**src/rtl/nor_gate.sv**
```systemverilog
// Registered 16-bit two-operand NOR unit with popcount and all-clear flag.
// Define NOR_GATE_STATS_EN to build the saturating all-clear hit counter.
module nor_gate (
    input  logic        clk,
    input  logic        rst,
    input  logic        in_valid,
    input  logic [15:0] a,
    input  logic [15:0] b,
    output logic        gate_output,
    output logic [15:0] nor_vec,
    output logic [4:0]  ones_count,
    output logic        out_valid,
    output logic [15:0] hit_count
);

    logic [15:0] nor_d, nor_q;
    logic [4:0]  ones_d, ones_q;
    logic        gate_d, gate_q;
    logic        valid_q;

    always_comb begin
        nor_d  = ~(a | b);
        ones_d = 5'd0;
        for (int i = 0; i < 16; i++) begin
            ones_d = ones_d + 5'(nor_d[i]);
        end
        // Derived from nor_d so flag, vector and count can never disagree.
        gate_d = &nor_d;
    end

    always_ff @(posedge clk) begin
        if (rst) begin
            nor_q   <= 16'h0000;
            ones_q  <= 5'd0;
            gate_q  <= 1'b0;
            valid_q <= 1'b0;
        end else if (in_valid) begin
            nor_q   <= nor_d;
            ones_q  <= ones_d;
            gate_q  <= gate_d;
            valid_q <= 1'b1;
        end else begin
            valid_q <= 1'b0;
        end
    end

    assign nor_vec     = nor_q;
    assign ones_count  = ones_q;
    assign gate_output = gate_q;
    assign out_valid   = valid_q;

`ifdef NOR_GATE_STATS_EN
    logic [15:0] hit_d, hit_q;

    always_comb begin
        hit_d = hit_q;
        if (in_valid && gate_d && (hit_q != 16'hFFFF)) begin
            hit_d = hit_q + 16'd1;
        end
    end

    always_ff @(posedge clk) begin
        if (rst) begin
            hit_q <= 16'h0000;
        end else begin
            hit_q <= hit_d;
        end
    end

    assign hit_count = hit_q;
`else
    assign hit_count = 16'h0000;
`endif

endmodule

```
**config.mk**
```make
export PLATFORM = sky130hd
export DESIGN_NAME = nor_gate
export DESIGN_NICKNAME = d
export VERILOG_FILES = /design/src/rtl/nor_gate.sv
export SDC_FILE = /design/constraint.sdc
export NUM_CORES = 1
export LEC_CHECK = 0
export CAP_MARGIN = 0
export CORE_ASPECT_RATIO = 0.6
export CORE_MARGIN = 2
export CORE_UTILIZATION = 36
export CTS_CLUSTER_SIZE = 12
export DETAILED_ROUTE_END_ITERATION = 12
export GPL_TIMING_DRIVEN = 0
export PLACE_DENSITY = 0.8
export SYNTH_ARGS = -nofsm -noshare
export SYNTH_HDL_FRONTEND = slang
export SYNTH_SLANG_ARGS = --single-unit
```
**constraint.sdc**
```tcl
create_clock -name clk -period 4.5 [get_ports clk]
set_clock_uncertainty 0.1 [all_clocks]
set_input_delay 0.9 -clock clk [delete_from_list [all_inputs] [get_ports clk]]
set_output_delay 0.9 -clock clk [all_outputs]
set_load 0.005 [all_outputs]
```
==> impl_metrics.csv, run 1 <==
group,metric,value,unit
yosys,synth_area,0.00147,mm2
timing,finalSetupTns,0,ns
die,die_area,0.00461,mm2
route,first_pass_iters,4,
yosys,synthMostInstantiatedCell,"nor2_1",
route,ant_nets,0,
global_route,grt_antenna_before_repair,0,
cells_and_area,drive_gt1_share,22.4,%
cells_and_area,areaGrowthSynthToFinish,58.8,%
global_route,grt_pass1_wl,5.29,mm
cells_and_area,final_area,0.00233,mm2
yosys,ys_types,27,
yosys,synth_area_leaders,"dfxtp_1 31%, fa_1 14%, mux2i_1 12%",
yosys,synth_edf_count,0,
setup_path,critPathLaunchType,"input port",
cells_and_area,nets,293,
yosys,synth_top_flop_cell,"dfxtp_1",
timing,finalSetupViolCount,0,
timing,max_freq,229,MHz
cts,clock-root-buffer,"clkbuf_8",
timing,report.final.slew_viol_count,0,
setup_path,slowest_stage,"fa_1",
setup_path,cpMostUsedCell,"fa_1",
placed_design,hpwlAfterDp,2.84,mm
cts,numCtsBuffers,3,
yosys,ys_async_sr_fraction,0,%
power,power,627,uW
power,powerDensity,270,mW/mm2
die,core,0.00379,mm2
setup_path,worstPathMaxFanout,2,
die,placementRows,17,
cts,htreeDepth,1,
yosys,yosysSeqAreaShare,31.4,%
global_route,grt_remaining_overflow,0,
die,io_pins,74,
flow_run,maxCapViolCount,0,
setup_path,cp.arrival,4.48,ns
yosys,ys_warn_count,0,
cts,clk_pin_slew,0.09,ns
setup_path,crit_type,"in2reg",
setup_path,crit_family,"adder cells",
cts,insertion_delay,0.27,ns
yosys,synth.avg_cell_area,9.21,um2
die,fp.dieW,86.4,um
cts,clock_sinks,23,
route,wl_per_cell,12.1,um
power,p_leak,1.19,nW
yosys,yosysTopAreaCell,"dfxtp_1",
timing,min_period_over_period,97.1,%
route,vias,1274,
cts,cts_buffer_depth,2,
yosys,synth_top_area_share,31.4,%
yosys,synthCells,159,
setup_path,worst-path-buf-inv,6,
placed_design,numPortBuffers,55,
placed_design,dpl_cell_area,0.00213,mm2
setup_path,path_cells,"clkbuf_2 -> nor2_4 -> inv_1 -> fa_1 -> inv_1 -> fa_1 -> inv_2 -> fa_1 -> fa_1 -> inv_1 -> ha_2 -> inv_2 -> fa_2 -> nor2b_1 -> o211ai_1 -> a21oi_1",
route,drc,0,
route,vias_per_cell,4.42,
cells_and_area,utilization,61.4,%
setup_path,worst_setup_path_end_kind,"flip-flop",
timing,hold_viol_final,0,
cells_and_area,antenna_cells,0,
outcome,outcome,"completed",
global_route,grtUsageTotal,15.1,%
cts,cts_tree,"done",
die,die_height,53.4,um
yosys,synth_seq_cells,23,
placed_design,place_congestion,0.782,
cts,cts_hold_buffers,0,
yosys,synth_common_cells,"33 x nor2_1, 23 x dfxtp_1, 20 x inv_1, 18 x mux2i_1, 16 x buf_4",
global_route,grt_pass1_vias,1126,
timing,final.min_clock_period,4.37,ns
global_route,grt_max_degree,14,
min_path,min_path_type,"reg2reg",
route,drt_wl_total,3.49,mm
power,peakVddDrop,124,uV
die,start_util,38.7,%
placed_design,pre_cts_slack,-0.487,ns
setup_path,critPathMaxStageDelay,0.56,ns
setup_path,cp.required,4.60,ns
timing,setup_slack,0.128,ns
route,drt_iter0_markers,33,
## flip-flops by register name, indices dropped and copies added, names as in the netlist
signal       count
gate_output      1
ones_count       5
out_valid        1
nor_vec         16
## worst min-delay path, cell delays in order (launching register included)
cell	delay, ns
dfxtp_1	0.32
nand2b_1	0.07
a21oi_1	0.05
## metrics by stage
stage               hold slack (ns)  std cells
floorplan                     0.362        174
global placement              0.363        276
detailed placement            0.370        276
CTS                           0.383        283
global route                  0.397        288
finish                        0.381        288
## layout by cell type (no fill, tap or decap), types with 2 or more instances in the layout
cell and instances:
dfxtp_1 23, dlymetal6s2s_1 16, conb_1 16, inv_1 16
nor2_1 25, nor2_2 5, mux2i_1 18, clkbuf_2 2
clkdlybuf4s50_1 37, a21oi_1 2, ha_1 5, nand4_1 2
clkbuf_1 4, nor4_2 3, buf_4 24, nor2_4 6
buf_2 2, fa_1 9, nor2b_1 2, nand2b_1 2
clkbuf_8 3, inv_2 4
## final cells by class
class / count / area, um2
Fill cell: 340 / 1460
Multi-Input combinational cell: 109 / 900
Timing Repair Buffer: 63 / 641
Sequential cell: 23 / 460
Buffer: 22 / 145
Inverter: 20 / 75.1
Tap cell: 47 / 58.8
Clock buffer: 3 / 41.3
Clock inverter: 1 / 5.00
## cells by family after synthesis
logic type               share of synthesized area, %
AO/OA/AOI/OAI                                    3.16
XOR/XNOR                                        0.598
adder cells (fa/ha/maj)                          18.8
buffers and inverters                            15.0
flip-flops                                       31.4
multiplexers                                     12.3
other                                           0.256
AND/OR/NAND/NOR                                  18.4
## layer usage
layer	track usage, %	wire [um]	up-vias
met3	5.46	280	2
met4	2.34	10	0
li1	-	-	637
met5	0	0	-
met1	21.1	1750	587
met2	22.8	1450	48
## what timing repair did
action                                  CTS  global route
buffers inserted                          3             5
pin swaps                                 8            15
resized for setup                         6            35
endpoints found under the setup margin    4             4
## final timing paths
kind	start	endpoint	slack [ns]	cells past startpoint
worst max register to register	ones_count[3]	ones_count[3]	3.56	2
worst min-delay path	ones_count[4]	ones_count[4]	0.38	2
worst max-delay path	b[13]	ones_count[4]	0.13	16
worst min register to register	ones_count[4]	ones_count[4]	0.38	2
## where the power goes
group          leakage [nW]  internal [mW]  switching (mW)
clock                0.0255         0.0619          0.0676
combinational         0.977          0.148           0.121
sequential            0.188          0.220         0.00820
(Power assumes the default switching activity.)
==> run 2, diff against run 1 <==
--- a/config.mk
+++ b/config.mk
@@ -5,7 +5,7 @@
 export SDC_FILE = /design/constraint.sdc
 export NUM_CORES = 1
 export LEC_CHECK = 0
-export CAP_MARGIN = 0
+export CAP_MARGIN = 20
 export CORE_ASPECT_RATIO = 0.6
 export CORE_MARGIN = 2
 export CORE_UTILIZATION = 36
==> results of run 2 <==
No change in the layout: final DEF, timing and power equal those of run 1.
==> run 3, diff against run 2 <==
--- a/config.mk
+++ b/config.mk
@@ -9,6 +9,7 @@
 export CORE_ASPECT_RATIO = 0.6
 export CORE_MARGIN = 2
 export CORE_UTILIZATION = 36
+export CTS_CLUSTER_DIAMETER = 30
 export CTS_CLUSTER_SIZE = 12
 export DETAILED_ROUTE_END_ITERATION = 12
 export GPL_TIMING_DRIVEN = 0
==> results of run 3 <==
No change in the layout: final DEF, timing and power equal those of run 1.
==> variant, RTL diff (config.mk and constraints of run 3) <==
The option `NOR_GATE_STATS_EN` is turned on by a define.
--- a/src/rtl/nor_gate.sv
+++ b/src/rtl/nor_gate.sv
@@ -1,5 +1,7 @@
 // Registered 16-bit two-operand NOR unit with popcount and all-clear flag.
 // Define NOR_GATE_STATS_EN to build the saturating all-clear hit counter.
+`define NOR_GATE_STATS_EN
+
 module nor_gate (
     input  logic        clk,
     input  logic        rst,
Function: changed (a bounded check fails within 4 cycles, from zero or initial values and one cycle with rst high).
==> variant against run 3 <==
  * Register-to-register slack got worse by 1.5 ns
  * Critical path type unchanged
  * Sequential cell count increased by 16
  * Largest power group is now sequential cells
  * Power increased by 34%
  * Routed wire length increased by 62%
  * Area after synthesis increased by 49%
  * Via count increased by 49%
  * Sequential share of layout area increased by 4.8 points
  * Design area increased by 37%
  * Non-clock buffer count decreased by 4
  * Worst setup slack improved by 0.054 ns
  * Hold slack got worse by 0.0028 ns
  * Die area increased by 46%
==> variant: results (changes against run 3) <==
- Vias in the first global route: 1930 (+71%)
- P_sw: 0.248 mW (+26%)
- Post-synth net total: about 280
- Top post-synthesis cells by area: dfxtp_1, fa_1, nor2_1
- Status: complete, no violations
- Starting DRT DRC Count: 118 (+260%)
- Antenna Diode Count: 0 (unchanged)
- # nets final: 356 (+22%)
- Largest net degree at the start of global routing: 12 (-2)
- Clock root cell: clkbuf_8
- P_leak: 1.31 nW (+10%)
- Worst skew pair latency: 0.29 ns (+0.02 ns)
- Hpwl dp: 4360 µm (+54%)
- Clock Pin Slew Worst Setup and Hold Paths: 0.07 ns (-0.02 ns)
- Max H-tree Level: 2 (+1)
- Library cells used by synthesis: 37 (+37%)
- Max VDD drop: 0.126 mV (+1.8%)
- Post-Route WL: 5640 µm (+62%)
- Seq/Total Area, Yosys: 0.357 (+0.0431)
- Leading cell types by count after synthesis: nor2_1, dfxtp_1, mux2i_1
- Fillers: 510 (+50%)
- Placer congestion estimate: 0.825 (+5.6%)
- Critical path peak fanout: 2 (unchanged)
- Synth warn: 0 (unchanged)
- CTS max path bufs: 2 (unchanged)
- Global Route Usage Sum: 0.180 (+0.0284)
- Async S/R FF share, synth: 0 (unchanged)
- DP Area: 0.00302 mm² (+42%)
- First-pass GRT wire length: 9480 µm (+79%)
- Port bufs: 73 (+33%)
- Slew @ Worst Pin: 0.687 ns
- Layout cell share with drive strength beyond 1: 0.128 (-0.0962)
- WP data arrival: 4.39 ns (-0.09 ns)
- Final Setup Violations: 0 (unchanged)
- CTS Buf Count: 5 (+2)
- DR pass1 iterations: 4 (unchanged)
- Initial antenna violation count: 0 (unchanged)
- Via density: 4.94 (+12%)
- HP Class: register to register
- Count leader, synth: nor2_1
## variant: cell types whose count changed in the layout (fill, tap and decap cells not counted), sizes merged, moves of 6 or more
cell,run 3,this run
dfxtp,23,39
conb,16,0
inv,20,14
nand4,2,9
nor2,36,51
clkdlybuf4s50,37,55
xnor2,1,8
buf,26,4
dlygate4sd2,0,7
nor4,3,11
a21oi,3,11
## variant: cell families (layout without fill, tap and decap cells)
family,Yosys count,after routing,share of synthesized area
AND/OR/NAND/NOR,98,98,0.282
flip-flops,39,39,0.357
buffers and inverters,23,104,0.0470
multiplexers,20,20,0.0934
AO/OA/AOI/OAI,19,19,0.0561
adder cells (fa/ha/maj),17,17,0.132
XOR/XNOR,8,8,0.0321
## variant: repair_timing
item,CTS,global route
setup buffers,0,0
pin swaps,2,8
gates cloned,0,0
resized for setup,19,18
setup endpoints to repair,3,4
## variant: final cells by class
type | count | area [µm²] | share of cell area
Multi-Input combinational cell | 162 | 1370 | 0.430
Sequential cell | 39 | 781 | 0.245
Timing Repair Buffer | 73 | 749 | 0.236
Tap cell | 80 | 100 | 0.0315
Clock buffer | 7 | 76.3 | 0.0240
Inverter | 15 | 56.3 | 0.0177
Buffer | 8 | 46.3 | 0.0146
Clock inverter | 1 | 5.00 | 0.00157
## variant: per-stage QoR
step                worst slack (ns)  std cells
global route                0.000517        385
detailed placement            -0.449        377
global placement              -0.432        377
floorplan                      0.320        224
CTS                           0.0101        385
finish                         0.183        385
## variant: final timing paths
check / cells past startpoint / endpoint / from / slack [ns]
max: 15 / ones_count[2] / b[13] / 0.18
min: 2 / ones_count[4] / ones_count[4] / 0.38
max reg2reg: 8 / hit_count[15] / hit_count[0] / 2.11
min reg2reg: 2 / ones_count[4] / ones_count[4] / 0.38
## variant: power groups by stage
stage | clock [mW] | combinational [mW] | sequential (mW)
after detailed placement | 0 | 0.233 | 0.377
after floorplan | 0 | 0.129 | 0.377
final | 0.230 | 0.242 | 0.369
after CTS | 0.236 | 0.239 | 0.369
after global placement | 0 | 0.228 | 0.375
after global routing | 0.254 | 0.277 | 0.371
## variant: critical path, cell delays in order
cell and delay, ns:
dlygate4sd2_1 0.29, nor2_4 0.15, fa_1 0.44, fa_1 0.50, inv_1 0.06, fa_1 0.50, inv_1 0.06, fa_1 0.53
ha_2 0.19, inv_1 0.05, fa_2 0.35, nor2b_2 0.15, nor3_1 0.06, a21oi_1 0.12, nor2_1 0.05
## variant: per-layer routing
layer,GRT usage,vias to the layer above,routed length (µm),part of all wire
met3,0.0592,4,436,0.077
met1,0.246,903,2790,0.50
met4,0.0557,0,61,0.011
met5,0,-,0,0
met2,0.269,53,2350,0.42
li1,-,941,-,-
